===== src/rtl/arm_multicycle_ctrl_pkg.sv =====
// Shared types and encodings for the multicycle ARM-subset controller.
// Latency: none (declarations only); backpressure: n/a.
package arm_ctrl_pkg;

   typedef enum logic [3:0] {
      S_FETCH, S_DECODE, S_MEMADR, S_MEMRD, S_MEMWB,
      S_MEMWR, S_EXECR, S_EXECI, S_ALUWB, S_BRANCH
   } state_e;

   localparam logic [1:0] OP_DP  = 2'b00;
   localparam logic [1:0] OP_MEM = 2'b01;
   localparam logic [1:0] OP_BR  = 2'b10;
   localparam logic [1:0] OP_ILL = 2'b11;

   localparam logic [3:0] COND_EQ = 4'h0, COND_NE = 4'h1, COND_CS = 4'h2, COND_CC = 4'h3;
   localparam logic [3:0] COND_MI = 4'h4, COND_PL = 4'h5, COND_VS = 4'h6, COND_VC = 4'h7;
   localparam logic [3:0] COND_HI = 4'h8, COND_LS = 4'h9, COND_GE = 4'hA, COND_LT = 4'hB;
   localparam logic [3:0] COND_GT = 4'hC, COND_LE = 4'hD, COND_AL = 4'hE, COND_NV = 4'hF;

   localparam logic [3:0] CMD_AND = 4'b0000;
   localparam logic [3:0] CMD_SUB = 4'b0010;
   localparam logic [3:0] CMD_ADD = 4'b0100;
   localparam logic [3:0] CMD_ORR = 4'b1100;

   localparam logic [1:0] ALU_ADD = 2'b00, ALU_SUB = 2'b01, ALU_AND = 2'b10, ALU_ORR = 2'b11;
   localparam logic [1:0] RES_ALUOUT = 2'b00, RES_RDATA = 2'b01, RES_ALU = 2'b10;
   localparam logic [1:0] SRCB_RD2 = 2'b00, SRCB_IMM = 2'b01, SRCB_FOUR = 2'b10;
   localparam logic [1:0] IMM_DP = 2'b00, IMM_MEM = 2'b01, IMM_BR = 2'b10;

   typedef struct packed {
      logic       pc_write;
      logic       adr_src;
      logic       mem_write;
      logic [1:0] result_src;
      logic [1:0] alu_control;
      logic       alu_src_a;
      logic [1:0] alu_src_b;
      logic       reg_write;
   } ctrl_t;

   function automatic logic cmd_legal(input logic [3:0] cmd);
      return (cmd == CMD_ADD) || (cmd == CMD_SUB) || (cmd == CMD_AND) || (cmd == CMD_ORR);
   endfunction

   function automatic logic [1:0] alu_ctl_of(input logic [3:0] cmd);
      case (cmd)
         CMD_SUB: return ALU_SUB;
         CMD_AND: return ALU_AND;
         CMD_ORR: return ALU_ORR;
         default: return ALU_ADD;
      endcase
   endfunction

endpackage


===== src/rtl/arm_multicycle_ctrl_if.sv =====
// Controller <-> datapath bundle: IR fields and memory handshake in, mux selects and enables out.
// Latency: none (wiring only); backpressure: mem_ready stalls the controller.
interface arm_multicycle_ctrl_if;
   logic [3:0] cond;
   logic [1:0] op;
   logic [5:0] funct;
   logic [3:0] rd;
   logic [3:0] alu_flags;
   logic       mem_ready;
   logic       pc_write;
   logic       adr_src;
   logic       mem_write;
   logic       ir_write;
   logic [1:0] result_src;
   logic [1:0] alu_control;
   logic       alu_src_a;
   logic [1:0] alu_src_b;
   logic [1:0] imm_src;
   logic [1:0] reg_src;
   logic       reg_write;
   logic [3:0] flags;
   logic       illegal_op;

   modport master (
      input  cond, op, funct, rd, alu_flags, mem_ready,
      output pc_write, adr_src, mem_write, ir_write, result_src, alu_control,
             alu_src_a, alu_src_b, imm_src, reg_src, reg_write, flags, illegal_op
   );

   modport slave (
      output cond, op, funct, rd, alu_flags, mem_ready,
      input  pc_write, adr_src, mem_write, ir_write, result_src, alu_control,
             alu_src_a, alu_src_b, imm_src, reg_src, reg_write, flags, illegal_op
   );
endinterface


===== src/rtl/arm_multicycle_ctrl_cond_check.sv =====
// ARM condition-field evaluator against the current NZCV flags.
// Latency: combinational; backpressure: none.
module arm_cond_check
   import arm_ctrl_pkg::*;
(
   input  logic [3:0] cond,
   input  logic [3:0] flags,
   output logic       cond_ex
);
   logic n, z, c, v;
   assign {n, z, c, v} = flags;

   always_comb begin
      cond_ex = 1'b0;
      case (cond)
         COND_EQ: cond_ex = z;
         COND_NE: cond_ex = !z;
         COND_CS: cond_ex = c;
         COND_CC: cond_ex = !c;
         COND_MI: cond_ex = n;
         COND_PL: cond_ex = !n;
         COND_VS: cond_ex = v;
         COND_VC: cond_ex = !v;
         COND_HI: cond_ex = c && !z;
         COND_LS: cond_ex = !c || z;
         COND_GE: cond_ex = (n == v);
         COND_LT: cond_ex = (n != v);
         COND_GT: cond_ex = !z && (n == v);
         COND_LE: cond_ex = z || (n != v);
         COND_AL: cond_ex = 1'b1;
         COND_NV: cond_ex = 1'b0;
      endcase
   end
endmodule


===== src/rtl/arm_multicycle_ctrl.sv =====
// Multicycle Moore controller for ADD/SUB/AND/ORR, LDR/STR, B; owns NZCV.
// Latency: DP 4, LDR 5, STR 4, B 3, skipped 2 cycles; each mem_ready=0 cycle in FETCH/MEMRD/MEMWR adds one.
module arm_multicycle_ctrl
   import arm_ctrl_pkg::*;
#(
   parameter logic [3:0] RESET_FLAGS = 4'b0000
)
(
   input  logic                 clk,
   input  logic                 reset_n,
   arm_multicycle_ctrl_if.master bus
);
   state_e     state, nxt;
   ctrl_t      ctrl_q;
   logic [3:0] flags_q;
   logic [3:0] cmd;
   logic       cond_ex, illegal, fetch_go, sets_cv;

   assign cmd     = bus.funct[4:1];
   assign sets_cv = (cmd == CMD_ADD) || (cmd == CMD_SUB);

   arm_cond_check u_cond (
      .cond    (bus.cond),
      .flags   (flags_q),
      .cond_ex (cond_ex)
   );

   // Selects/enables for a given state; registered on entry so outputs come straight from flops.
   // A write-back to rd=15 goes to the PC instead of the register file.
   function automatic ctrl_t ctrl_for(input state_e s, input logic [3:0] c, input logic [3:0] dst);
      ctrl_t o;
      o             = '0;
      o.alu_control = ALU_ADD;
      o.alu_src_b   = SRCB_RD2;
      o.result_src  = RES_ALUOUT;
      case (s)
         S_FETCH, S_DECODE: begin
            o.alu_src_a  = 1'b1;
            o.alu_src_b  = SRCB_FOUR;
            o.result_src = RES_ALU;
         end
         S_MEMADR: o.alu_src_b = SRCB_IMM;
         S_MEMRD:  o.adr_src = 1'b1;
         S_MEMWB: begin
            o.result_src = RES_RDATA;
            o.pc_write   = (dst == 4'hF);
            o.reg_write  = (dst != 4'hF);
         end
         S_MEMWR: begin
            o.adr_src   = 1'b1;
            o.mem_write = 1'b1;
         end
         S_EXECR: o.alu_control = alu_ctl_of(c);
         S_EXECI: begin
            o.alu_control = alu_ctl_of(c);
            o.alu_src_b   = SRCB_IMM;
         end
         S_ALUWB: begin
            o.pc_write  = (dst == 4'hF);
            o.reg_write = (dst != 4'hF);
         end
         S_BRANCH: begin
            o.alu_src_b  = SRCB_IMM;
            o.result_src = RES_ALU;
            o.pc_write   = 1'b1;
         end
         default: ;
      endcase
      return o;
   endfunction

   always_comb begin
      nxt     = state;
      illegal = 1'b0;
      case (state)
         S_FETCH: if (bus.mem_ready) nxt = S_DECODE;
         S_DECODE: begin
            if (bus.cond == COND_NV || bus.op == OP_ILL ||
                (bus.op == OP_DP && !cmd_legal(cmd))) begin
               illegal = 1'b1;
               nxt     = S_FETCH;
            end else if (!cond_ex) begin
               nxt = S_FETCH;
            end else begin
               case (bus.op)
                  OP_MEM:  nxt = S_MEMADR;
                  OP_DP:   nxt = bus.funct[5] ? S_EXECI : S_EXECR;
                  default: nxt = S_BRANCH;
               endcase
            end
         end
         S_MEMADR: nxt = bus.funct[0] ? S_MEMRD : S_MEMWR;
         S_MEMRD:  if (bus.mem_ready) nxt = S_MEMWB;
         S_MEMWR:  if (bus.mem_ready) nxt = S_FETCH;
         S_EXECR, S_EXECI: nxt = S_ALUWB;
         default:  nxt = S_FETCH;
      endcase
   end

   always_ff @(posedge clk or negedge reset_n) begin
      if (!reset_n) begin
         state   <= S_FETCH;
         ctrl_q  <= ctrl_for(S_FETCH, 4'h0, 4'h0);
         flags_q <= RESET_FLAGS;
      end else begin
         state  <= nxt;
         ctrl_q <= ctrl_for(nxt, cmd, bus.rd);
         if ((state == S_EXECR || state == S_EXECI) && bus.funct[0]) begin
            flags_q[3:2] <= bus.alu_flags[3:2];
            if (sets_cv) flags_q[1:0] <= bus.alu_flags[1:0];
         end
      end
   end

   // The fetch strobes must fire in the same cycle mem_ready arrives, so they bypass the flops.
   assign fetch_go        = (state == S_FETCH) && bus.mem_ready && reset_n;
   assign bus.ir_write    = fetch_go;
   assign bus.pc_write    = fetch_go | ctrl_q.pc_write;
   assign bus.adr_src     = ctrl_q.adr_src;
   assign bus.mem_write   = ctrl_q.mem_write;
   assign bus.result_src  = ctrl_q.result_src;
   assign bus.alu_control = ctrl_q.alu_control;
   assign bus.alu_src_a   = ctrl_q.alu_src_a;
   assign bus.alu_src_b   = ctrl_q.alu_src_b;
   assign bus.reg_write   = ctrl_q.reg_write;
   assign bus.imm_src     = (bus.op == OP_MEM) ? IMM_MEM : (bus.op == OP_BR) ? IMM_BR : IMM_DP;
   assign bus.reg_src     = {bus.op == OP_MEM, bus.op == OP_BR};
   assign bus.flags       = flags_q;
   assign bus.illegal_op  = illegal;
endmodule


===== src/flat_wrapper.sv =====
// flat-port wrapper written by rule: the top's interface ports become plain ports
module arm_multicycle_ctrl_flat import arm_ctrl_pkg::*;
#(
   parameter logic [3:0] RESET_FLAGS = 4'b0000
)
  (clk, reset_n, bus_cond, bus_op, bus_funct, bus_rd, bus_alu_flags, bus_mem_ready, bus_pc_write, bus_adr_src, bus_mem_write, bus_ir_write, bus_result_src, bus_alu_control, bus_alu_src_a, bus_alu_src_b, bus_imm_src, bus_reg_src, bus_reg_write, bus_flags, bus_illegal_op);
  arm_multicycle_ctrl_if bus_i ();
  input  logic clk;
  input  logic reset_n;
  input wire logic [$bits(bus_i.cond)-1:0] bus_cond;
  input wire logic [$bits(bus_i.op)-1:0] bus_op;
  input wire logic [$bits(bus_i.funct)-1:0] bus_funct;
  input wire logic [$bits(bus_i.rd)-1:0] bus_rd;
  input wire logic [$bits(bus_i.alu_flags)-1:0] bus_alu_flags;
  input wire logic [$bits(bus_i.mem_ready)-1:0] bus_mem_ready;
  output wire logic [$bits(bus_i.pc_write)-1:0] bus_pc_write;
  output wire logic [$bits(bus_i.adr_src)-1:0] bus_adr_src;
  output wire logic [$bits(bus_i.mem_write)-1:0] bus_mem_write;
  output wire logic [$bits(bus_i.ir_write)-1:0] bus_ir_write;
  output wire logic [$bits(bus_i.result_src)-1:0] bus_result_src;
  output wire logic [$bits(bus_i.alu_control)-1:0] bus_alu_control;
  output wire logic [$bits(bus_i.alu_src_a)-1:0] bus_alu_src_a;
  output wire logic [$bits(bus_i.alu_src_b)-1:0] bus_alu_src_b;
  output wire logic [$bits(bus_i.imm_src)-1:0] bus_imm_src;
  output wire logic [$bits(bus_i.reg_src)-1:0] bus_reg_src;
  output wire logic [$bits(bus_i.reg_write)-1:0] bus_reg_write;
  output wire logic [$bits(bus_i.flags)-1:0] bus_flags;
  output wire logic [$bits(bus_i.illegal_op)-1:0] bus_illegal_op;
  assign bus_i.cond = bus_cond;
  assign bus_i.op = bus_op;
  assign bus_i.funct = bus_funct;
  assign bus_i.rd = bus_rd;
  assign bus_i.alu_flags = bus_alu_flags;
  assign bus_i.mem_ready = bus_mem_ready;
  assign bus_pc_write = bus_i.pc_write;
  assign bus_adr_src = bus_i.adr_src;
  assign bus_mem_write = bus_i.mem_write;
  assign bus_ir_write = bus_i.ir_write;
  assign bus_result_src = bus_i.result_src;
  assign bus_alu_control = bus_i.alu_control;
  assign bus_alu_src_a = bus_i.alu_src_a;
  assign bus_alu_src_b = bus_i.alu_src_b;
  assign bus_imm_src = bus_i.imm_src;
  assign bus_reg_src = bus_i.reg_src;
  assign bus_reg_write = bus_i.reg_write;
  assign bus_flags = bus_i.flags;
  assign bus_illegal_op = bus_i.illegal_op;
  arm_multicycle_ctrl #(.RESET_FLAGS(RESET_FLAGS)) u_core (.clk(clk), .reset_n(reset_n), .bus(bus_i));
endmodule

===== config.mk =====
export PLATFORM = sky130hd
export DESIGN_NAME = arm_multicycle_ctrl_flat
export DESIGN_NICKNAME = d
export VERILOG_FILES = /design/src/rtl/arm_multicycle_ctrl_pkg.sv /design/src/rtl/arm_multicycle_ctrl_if.sv /design/src/rtl/arm_multicycle_ctrl_cond_check.sv /design/src/rtl/arm_multicycle_ctrl.sv /design/src/flat_wrapper.sv
export SDC_FILE = /design/constraint.sdc
export NUM_CORES = 1
export LEC_CHECK = 0
export ABC_AREA = 0
export BUFFER_PORTS_ARGS = -buffer_cell sky130_fd_sc_hd__buf_2
export CORE_ASPECT_RATIO = 1.5
export CORE_UTILIZATION = 48
export DETAILED_ROUTE_END_ITERATION = 8
export PLACE_DENSITY = 0.8
export SYNTH_ARGS = -nofsm -noshare
export SYNTH_HDL_FRONTEND = slang
export SYNTH_HIERARCHICAL = 1
export SYNTH_SLANG_ARGS = --single-unit
export TNS_END_PERCENT = 1

===== constraint.sdc =====
create_clock -name clk -period 4.4 [get_ports clk]
set_clock_uncertainty 0.05 [all_clocks]
set_input_delay 0 -clock clk [delete_from_list [all_inputs] [get_ports clk]]
set_output_delay 0 -clock clk [all_outputs]
set_load 0.03 [all_outputs]

==> impl_results.md, run 1 <==
* Fmax at ~330 MHz
* Antenna violations before repair at 0
* Critical-path top delay cell: dlygate4sd3_1
* LEAKAGE at ~0.74 nW
* R2r worst-path depth at 9
* # Max-Cap Violations at 0
* Avg Cell Area, Syn at around 9.6 um2
* Filler instances at ~180
* CP cell instances: xor2_1 > xor2_1 > a2111oi_1 > a311oi_1 > o22ai_1 > nand4_4 > or3_1 > nor3_1 > dlygate4sd3_1
* Tmin final at 3.05 ns
* CTS tree: yes
* Power per cell area at around 360 mW/mm2
* Worst r2r src: u_core/bus.flags[3]$_DFFE_PN0P_
* Placer Congestion at 0.880
* Crit path arrival time at approximately 3.3 ns
* Total track usage at 0.202
* Final instance area at about 0.0015 mm2
* Layout area overhead at 27.5%
* Worst setup EP type: flop
* Xor/xnor share of the synthesized area at 0.0378
* Final setup vio count at 0
* Largest family of logic cells by synthesized area: simple AND/OR/NAND/NOR gates
* Max VDD drop at between 0.2 and 0.25 mV
* Die width at roughly 42 um
* Family with the most delay on the worst path: simple AND/OR/NAND/NOR gates
* Commonest non-fill, non-tap cell in the layout: buf_2
* Post-Synth Adder-Cell Area at 0
* Area occupied by registers at 453 um2
* Fin crit share at 0.694
* Syn nets at roughly 140
* DR DRC count at 0
* Total CTS buffers at 3
* Worst setup path end: u_core/bus.alu_control[1]$_DFF_PN0_
* First-pass GRT wire length at approximately 4.1 mm
* Share of post-route cells with drive strength above 1 at 0.361
* Count of different cell masters after synthesis at 39
* I/O pin count at 44
* Area of the multi-input gates at 596 um2
* Total grt overflow at 0
* Post-CTS sizing at 0
* Initial DRC count at 25
* Antenna-violating nets left at 0
* Post-layout nets at 193
* Clock Sinks at 18
* Status: completed
* Pre-Repair DR Iteration Count at 4
* CP Depth at 9
* Via/cell ratio at 5.68
* Simple-gate share of the synthesized area at 0.256
* Worst Path Required at about 4.6 ns
* Core region area at about 0.0023 mm2
* Die height at slightly above 60 um
* Largest stage delay, worst path at between 0.5 and 0.6 ns
* CP Class: flop to flop
* Yosys reg bits at 18
* Crit path buffers/inverters at 1
* Syn Inst Count at 121
* Most frequent cells in the layout: buf_2, dfrtp_1, dlygate4sd3_1, nor2_1, a21oi_1
* Ant diodes at 0
* DR WL/cell at approximately 13 um
* Clk_lat worst skew at 0.30 ns
* Share of the yosys chip area belonging to registers at 0.391
* Worst-Margin Slew at roughly 0.45 ns
* Largest net degree at the start of global routing at 20
* CTS root buf: clkbuf_4
* Final Routed Wirelength at between 2 and 3 mm
* Tot Pwr at about 0.00054 W
* Vias in the first global route at 992
* Via count at approximately 1100
* Final hold vios at 0
* Maximum clock path buffer count at 2
* DP HPWL at 1.93 mm
* Core Rows at 21
* Normalized max-slew margin at 0.697
* Min-Delay Path Class: input pin to flop
* Startpoint Class: flop
* RSZ-0062 raised after global routing: false
* Worst r2r dst: u_core/bus.alu_control[1]$_DFF_PN0_
* Port Buffers at 43
* Post-synthesis compound-gate area fraction at 0.164
* Worst R2R Setup Slack at between 1 and 1.5 ns
* # H-tree levels at 1
* Clock Pin Slew Worst Setup and Hold Paths at about 0.10 ns
* Warnings, synthesis at 6
* Crit-path most repeated cell: xor2_1
* Die Footprint at around 0.0026 mm2
* Placed Area at between 0.001 and 0.0015 mm2
* Pins Over Slew Limit at 0
* Multiplexer area fraction after synthesis at 0.0562
* Crit-path max FO at 8
* Initial core utilization at 0.512
* Syn Std Cell Area at between 0.001 and 0.0015 mm2
* Worst setup startpoint: u_core/bus.flags[3]$_DFFE_PN0P_
* Sum Neg Setup Slack at 0 ns
## cells in the mapped netlist
cell type,instances,area share
mux2_2,4,0.039
nand4b_1,1,0.0076
xnor2_1,2,0.015
and2_1,2,0.011
a2111oi_1,1,0.0086
clkbuf_1,1,0.0032
buf_4,9,0.058
or2_2,4,0.022
o22a_1,1,0.0076
dfrtp_1,16,0.35
mux2i_1,2,0.017
o32ai_2,1,0.014
and4_1,2,0.015
o32ai_1,1,0.0076
o22ai_1,1,0.0054
nand2_1,5,0.016
buf_6,1,0.0097
a311oi_1,1,0.0076
xor2_1,3,0.023
nor2b_1,5,0.027
nor4b_4,1,0.021
nor3_1,4,0.017
a21oi_1,10,0.043
a31oi_1,2,0.011
nor4b_1,2,0.015
o32a_1,2,0.017
nand2b_1,2,0.011
nand4_1,2,0.011
a211oi_1,1,0.0065
nand4_4,1,0.018
o22ai_2,1,0.011
or4_1,1,0.0065
nor2_1,12,0.039
o21ai_0,4,0.017
or3_1,2,0.011
inv_1,7,0.023
nor4bb_1,1,0.0086
dfstp_2,2,0.045
o41ai_1,1,0.0076
## per-layer routing
layer | vias to the layer above | track usage | part of all wire
met5 | - | 0 | 0
met4 | 0 | 0.125 | 0.026
met3 | 8 | 0.0349 | 0.055
met2 | 45 | 0.357 | 0.52
met1 | 506 | 0.215 | 0.40
li1 | 531 | - | -
## final cells by class
type	count	area share
multi-input combinational	85	0.404
tap	23	0.0195
timing repair buffer	55	0.227
sequential	18	0.307
inverter	7	0.0178
clock buffer	4	0.0246
## worst min-delay path: stages
cell and delay [ns]:
buf_2 0.08, a31oi_1 0.11, o32ai_2 0.13
## report_power, final
group | total [W] | internal [W] | switching [W] | leakage (nW)
Combinational | 0.000217 | 0.0000834 | 0.000134 | 0.475
Clock | 0.000102 | 0.0000505 | 0.0000516 | 0.0210
Sequential | 0.000217 | 0.000194 | 0.0000233 | 0.241
## how the worst min path moves through the flow
stage,from,end,depth (start not counted)
finish,bus_funct[5],u_core/bus.alu_src_b[0]$_DFF_PN0_,3
global route,bus_funct[5],u_core/bus.alu_src_b[0]$_DFF_PN0_,3
CTS,bus_funct[5],u_core/bus.alu_src_b[0]$_DFF_PN0_,3
detailed placement,reset_n,u_core/bus.reg_write$_DFF_PN0_,1
global placement,reset_n,u_core/bus.reg_write$_DFF_PN0_,1
floorplan,reset_n,u_core/bus.adr_src$_DFF_PN0_,0
## flip-flops by register name, indices dropped and copies added (netlist names)
name                    flops
u_core/bus.adr_src          1
u_core/bus.alu_control      2
u_core/bus.alu_src_a        1
u_core/bus.alu_src_b        1
u_core/bus.flags            4
u_core/bus.mem_write        1
u_core/bus.reg_write        1
u_core/bus.result_src       2
u_core/ctrl_q               1
u_core/state                4
## kinds of logic after synthesis
kind of cell / after synthesis
buffers and inverters: 18
XOR/XNOR: 5
AND/OR/NAND/NOR: 47
multiplexers: 6
flip-flops: 18
AO/OA/AOI/OAI: 27
## stage by stage
step	utilization	hold slack [ns]	cells	worst slack [ns]
finish	0.653	0.0225	192	1.35
global route	0.653	0.0239	192	1.16
CTS	0.653	0.00371	192	1.44
detailed placement	0.584	-0.0917	176	1.91
global placement	0.584	-0.0985	176	2.02
floorplan	-	-0.346	121	1.95
## timing repair
| item | CTS | global route |
|---|---|---|
| setup endpoints to repair | 0 | 0 |
| endpoints found under the hold margin | 27 | 0 |
| hold buffers | 12 | 0 |
| setup buffers | 0 | 0 |
No activity file was read; power rests on OpenSTA's default activity.
==> inputs of run 2 (changes only) <==
==> constraint.sdc (replaced) <==
create_clock -name clk -period 3.05 [get_ports clk]
set_clock_uncertainty 0.05 [all_clocks]
set_input_delay 0 -clock clk [delete_from_list [all_inputs] [get_ports clk]]
set_output_delay 0 -clock clk [all_outputs]
set_load 0.03 [all_outputs]
==> run 2 against run 1 <==
  * Worst setup slack got worse by 1.2 ns
  * First-iteration DRC count is 20% higher
  * Register-to-register slack worse by 1.2 ns
  * Critical path type unchanged
==> impl_results.md, run 2 (synthesis results as in run 1) <==
* Status: completed
* DP HPWL at 1.93 mm (unchanged)
* Filler instances at 170 (-6.1%)
* Most frequent cells in the layout: buf_2, dfrtp_1, dlygate4sd3_1, nor2_1, a21oi_1
* DR WL/cell at 13.6 um (+1.0%)
* Worst-Margin Slew at 0.447 ns (-0.000959 ns)
* Max VDD drop at 0.300 mV (+44%)
* Clock Sinks at 18 (unchanged)
* Clk_lat worst skew at 0.30 ns (about the same)
* Sum Neg Setup Slack at 0 ns (unchanged)
* Final setup vio count at 0 (unchanged)
* Fin cells at 194 (+1.0%)
* Initial core utilization at 0.512 (unchanged)
* CP Class: flop to flop
* Fin crit share at 0.951 (+0.258)
* Placer Congestion at 0.880 (unchanged)
* Power per cell area at 520 mW/mm2 (+43%)
* Post-layout nets at 195 (+1.0%)
* Core Rows at 21 (unchanged)
* Via/cell ratio at 5.75 (+1.3%)
* Via count at 1116 (+2.4%)
* Placed Area at 0.00132 mm2 (unchanged)
* LEAKAGE at 0.747 nW (+1.4%)
* Worst R2R Setup Slack at 0.15 ns (-1.20 ns)
* CTS root buf: clkbuf_4
* Largest net degree at the start of global routing at 20 (unchanged)
* Final hold vios at 0 (unchanged)
* Pins Over Slew Limit at 0 (unchanged)
* RSZ-0062 raised after global routing: false
* Vias in the first global route at 992 (unchanged)
* WHS at 0.0300 ns (+0.00752 ns)
* # Max-Cap Violations at 0 (unchanged)
* Die width at 42.1 um (unchanged)
* DR DRC count at 0 (unchanged)
* Family with the most delay on the worst path: simple AND/OR/NAND/NOR gates
* CP cell instances: xor2_2 > xor2_1 > a2111oi_2 > a311oi_1 > o22ai_1 > nand4_4 > or3_1 > nor3_2 > dlygate4sd3_1
* I/O pin count at 44 (unchanged)
* Share of post-route cells with drive strength above 1 at 0.386 (+0.0250)
* Crit-path max FO at 3 (-5)
* Crit path buffers/inverters at 1 (unchanged)
* # H-tree levels at 1 (unchanged)
* Maximum clock path buffer count at 2 (unchanged)
* DP Worst Slack at 0.555 ns (-1.35 ns)
* Die height at 62.1 um (unchanged)
* Total CTS buffers at 3 (unchanged)
* Ant diodes at 0 (unchanged)
* Tmin final at 2.90 ns (-0.151 ns)
* Startpoint Class: flop
* Antenna-violating nets left at 0 (unchanged)
* Initial DRC count at 30 (+20%)
* Min-Delay Path Class: input pin to flop
* Setup slack after layout at 0.148 ns (-1.20 ns)
* CTS tree: yes
* Port Buffers at 43 (unchanged)
* Fmax at 345 MHz (+5.2%)
* Final instance area at 0.00151 mm2 (+2.2%)
* Critical-path top delay cell: dlygate4sd3_1
* DP Cell Count at 176 (unchanged)
* Final Routed Wirelength at 2.63 mm (+2.1%)
* Largest stage delay, worst path at 0.56 ns (about the same)
* Commonest non-fill, non-tap cell in the layout: buf_2
* Worst setup EP type: flop
* Antenna violations before repair at 0 (unchanged)
* Normalized max-slew margin at 0.698 (about the same)
* Layout area overhead at 30.3%
* Total track usage at 0.202 (unchanged)
* Worst Path Required at 3.24 ns (-1.35 ns)
* Pre-Repair DR Iteration Count at 6 (+2)
* Clock Pin Slew Worst Setup and Hold Paths at 0.10 ns (about the same)
* First-pass GRT wire length at 4.08 mm (unchanged)
* Die Footprint at 0.00262 mm2 (unchanged)
* Core region area at 0.00226 mm2 (unchanged)
* Total grt overflow at 0 (unchanged)
* Crit path arrival time at 3.10 ns (-0.15 ns)
## run 2: cell count changes in the layout (fill, tap and decap cells not counted), sizes merged
| cell | before | now |
|---|---|---|
| buf | 43 | 45 |
## run 2: per-stage QoR
stage	utilization	total power, W
final	0.667	0.000784
after global routing	0.667	0.000826
after CTS	0.653	0.000778
after detailed placement	0.584	0.000619
after global placement	0.584	0.000612
after floorplan	-	0.000554
## run 2: metal layers
| layer | vias to the layer above | part of all wire | global-route usage |
|---|---|---|---|
| met3 | 10 | 0.064 | 0.0349 |
| met2 | 59 | 0.53 | 0.357 |
| li1 | 535 | - | - |
| met4 | 0 | 0.027 | 0.125 |
| met5 | - | 0 | 0 |
| met1 | 512 | 0.38 | 0.215 |
## run 2: worst paths after layout
| path | depth (start not counted) | start | end |
|---|---|---|---|
| min in group asynchronous | 2 | reset_n | u_core/bus.reg_write$_DFF_PN0_ |
| max in group asynchronous | 2 | reset_n | u_core/bus.result_src[1]$_DFF_PN1_ |
| hold / removal | 3 | bus_funct[5] | u_core/bus.alu_src_b[0]$_DFF_PN0_ |
| hold reg to reg | 1 | u_core/bus.flags[2]$_DFFE_PN0P_ | u_core/bus.flags[2]$_DFFE_PN0P_ |
| setup / recovery | 9 | u_core/bus.flags[3]$_DFFE_PN0P_ | u_core/bus.alu_control[1]$_DFF_PN0_ |
| setup reg to reg | 9 | u_core/bus.flags[3]$_DFFE_PN0P_ | u_core/bus.alu_control[1]$_DFF_PN0_ |
## run 2: repair_timing
action / 4_1_cts / 5_1_grt
hold buffers: 12 / 0
hold endpoints to repair: 27 / 0
buffers inserted: 0 / 2
gates resized for setup: 0 / 3
setup endpoints to repair: 0 / 1
## run 2: power by group
part | internal, W | leakage [nW] | switching, W
clock | 0.0000729 | 0.0210 | 0.0000743
combinational | 0.000126 | 0.486 | 0.000197
sequential | 0.000279 | 0.241 | 0.0000340
total | 0.000479 | 0.747 | 0.000305
## run 2: final cells by class
| class | instances | area, um2 | share of cell area |
|---|---|---|---|
| inverter | 7 | 26.3 | 0.0174 |
| timing repair buffer | 57 | 350 | 0.232 |
| tap | 23 | 28.8 | 0.0191 |
| sequential | 18 | 453 | 0.300 |
| clock buffer | 4 | 36.3 | 0.0241 |
| multi-input combinational | 85 | 613 | 0.407 |
## run 2: worst reg2reg max path: stages (launching register included)
cell and delay (ns):
dfrtp_1 0.43, xor2_2 0.21, xor2_1 0.16, a2111oi_2 0.36, a311oi_1 0.08, o22ai_1 0.26
nand4_4 0.16, or3_1 0.42, nor3_2 0.16, dlygate4sd3_1 0.56
==> inputs of run 3 (changes only) <==
--- a/config.mk
+++ b/config.mk
@@ -11,6 +11,7 @@
 export CORE_UTILIZATION = 48
 export DETAILED_ROUTE_END_ITERATION = 8
 export PLACE_DENSITY = 0.8
+export RECOVER_POWER = 100
 export SYNTH_ARGS = -nofsm -noshare
 export SYNTH_HDL_FRONTEND = slang
 export SYNTH_HIERARCHICAL = 1
==> run 3 against run 2 <==
  * Sequential share of layout area rose by 1.1 points
  * Final area fell by 3.7%
  * Global-route usage unchanged
  * Register-to-register slack is essentially flat
  * Non-clock buffer count is the same
  * Sequential power about the same
  * Combinational power shrank 7.4%
  * First-iteration DRC count grew 50%
  * Critical path depth is the same
  * Flip-flop and latch count unchanged
  * Fmax increased by 0.21%
  * Cell count unchanged
==> impl_results.md, run 3 (synthesis results as in run 1) <==
* DR WL/cell at 13.5 um (-0.23%)
* Worst Path Required at 3.24 ns (about the same)
* Min-Delay Path Class: input pin to flop
* Crit path arrival time at 3.09 ns (about the same)
* Core region area at 0.00226 mm2 (unchanged)
* Maximum clock path buffer count at 2 (unchanged)
* Total CTS buffers at 3 (unchanged)
* Hold_sp: bus_funct[5]
* Fin crit share at 0.949 (-0.00199)
* # H-tree levels at 1 (unchanged)
* Filler instances at 190 (+12%)
* Startpoint Class: flop
* Clk_lat worst skew at 0.30 ns (about the same)
* Vias in the first global route at 992 (unchanged)
* Final setup vio count at 0 (unchanged)
* Via count at 1112 (-0.36%)
* Worst R2R Setup Slack at 0.15 ns (about the same)
* Final instance area at 0.00145 mm2 (-3.7%)
* First-pass GRT wire length at 4.08 mm (unchanged)
* Worst setup EP type: flop
* Core Rows at 21 (unchanged)
* Antenna-violating nets left at 0 (unchanged)
* Port Buffers at 43 (unchanged)
* Tmin final at 2.90 ns (-0.00606 ns)
* Status: completed
* Final Routed Wirelength at 2.63 mm (-0.23%)
* Share of post-route cells with drive strength above 1 at 0.246 (-0.140)
* CP Class: flop to flop
* Total track usage at 0.202 (unchanged)
* Worst r2r src: u_core/bus.flags[3]$_DFFE_PN0P_
* CTS tree: yes
* Crit-path max FO at 3 (unchanged)
* Worst setup startpoint: u_core/bus.flags[3]$_DFFE_PN0P_
* Worst r2r dst: u_core/bus.alu_control[1]$_DFF_PN0_
* Max VDD drop at 0.294 mV (-2.1%)
* Die Footprint at 0.00262 mm2 (unchanged)
* Sum Neg Setup Slack at 0 ns (unchanged)
* Pins Over Slew Limit at 0 (unchanged)
* Post-layout nets at 195 (unchanged)
* Ant diodes at 0 (unchanged)
* Hold Path End: u_core/bus.alu_src_b[0]$_DFF_PN0_
* CTS root buf: clkbuf_4
* I/O pin count at 44 (unchanged)
* Layout area overhead at 25.5%
* Power per cell area at 521 mW/mm2 (+0.24%)
* Clock Sinks at 18 (unchanged)
* Largest net degree at the start of global routing at 20 (unchanged)
* DR DRC count at 0 (unchanged)
* LEAKAGE at 0.657 nW (-12%)
* Most frequent cells in the layout: buf_2, clkbuf_1, dfrtp_1
* WHS Path Cells at 3 (unchanged)
* R2r worst-path depth at 9 (unchanged)
* Placer Congestion at 0.880 (unchanged)
* Normalized max-slew margin at 0.329 (-0.369)
* Total grt overflow at 0 (unchanged)
* Antenna violations before repair at 0 (unchanged)
* Initial DRC count at 45 (+50%)
* Via/cell ratio at 5.73 (-0.36%)
* Commonest non-fill, non-tap cell in the layout: buf_2
* Fmax at 345 MHz (+0.21%)
* RSZ-0062 raised after global routing: false
* Placed Area at 0.00132 mm2 (unchanged)
* Die width at 42.1 um (unchanged)
* # Max-Cap Violations at 0 (unchanged)
* DP HPWL at 1.93 mm (unchanged)
* Clock Pin Slew Worst Setup and Hold Paths at 0.10 ns (about the same)
* Pre-Repair DR Iteration Count at 5 (-1)
* Worst-Margin Slew at 1.01 ns (+0.559 ns)
* Initial core utilization at 0.512 (unchanged)
* Tot Pwr at 0.000757 W (-3.4%)
* Die height at 62.1 um (unchanged)
* Final hold vios at 0 (unchanged)
-- run 3: cell types whose count changed in the layout (fill, tap and decap cells not counted) --
| cell | delta |
|---|---|
| buf_2 | -21 |
| o22ai_2 | -1 |
| clkbuf_1 | +21 |
| nor4b_4 | -1 |
| o32ai_1 | +1 |
| o32ai_2 | -1 |
| nor4b_1 | +1 |
| o22ai_1 | +1 |
-- run 3: metrics by stage --
step	util	instances	hold WS [ns]	setup slack (ns)
2_1_floorplan	-	121	-0.346	0.598
3_3_place_gp	0.584	176	-0.0985	0.665
3_5_place_dp	0.584	176	-0.0917	0.555
4_1_cts	0.653	192	0.00371	0.0892
5_1_grt	0.643	194	0.0155	0.0149
6_report	0.643	194	0.0265	0.155
-- run 3: repair_timing --
action                                  CTS  global route
gates resized for setup                   0             3
endpoints found under the setup margin    0             1
setup buffers                             0             2
hold buffers                             12             0
endpoints found under the hold margin    27             0
-- run 3: worst max-delay path, cell delays in order (launching register included) --
cell and delay, ns:
dfrtp_1 0.43, xor2_2 0.20, xor2_1 0.16, a2111oi_2 0.37, a311oi_1 0.08, o22ai_1 0.26
nand4_4 0.15, or3_1 0.42, nor3_2 0.16, dlygate4sd3_1 0.56
-- run 3: layout make-up --
class	instances	area (um2)	share of cell area
Multi-Input combinational cell	85	584	0.402
Timing Repair Buffer	57	324	0.223
Sequential cell	18	453	0.312
Inverter	7	26.3	0.0181
Clock buffer	4	36.3	0.0250
Tap cell	23	28.8	0.0198
-- run 3: how the worst max path moves through the flow --
stage                                                endpoint  cells after the start
after floorplan             u_core/bus.alu_src_b[0]$_DFF_PN0_                      8
after global placement            u_core/ctrl_q[10]$_DFF_PN0_                      9
after detailed placement    u_core/bus.alu_src_b[0]$_DFF_PN0_                      8
final                     u_core/bus.alu_control[1]$_DFF_PN0_                      9
after CTS                 u_core/bus.alu_control[1]$_DFF_PN0_                      9
after global routing      u_core/bus.alu_control[1]$_DFF_PN0_                      9
-- run 3: power by group --
group	switching (W)	internal, W	total [W]
Sequential	0.0000318	0.000280	0.000311
Clock	0.0000742	0.0000729	0.000147
Combinational	0.000193	0.000105	0.000299
Total	0.000299	0.000458	0.000757
-- run 3: layer usage --
metal	share of wire	up-vias	GRT usage
met4	0.026	0	0.125
met5	0	-	0
met3	0.062	8	0.0349
li1	-	534	-
met1	0.39	514	0.215
met2	0.53	56	0.357
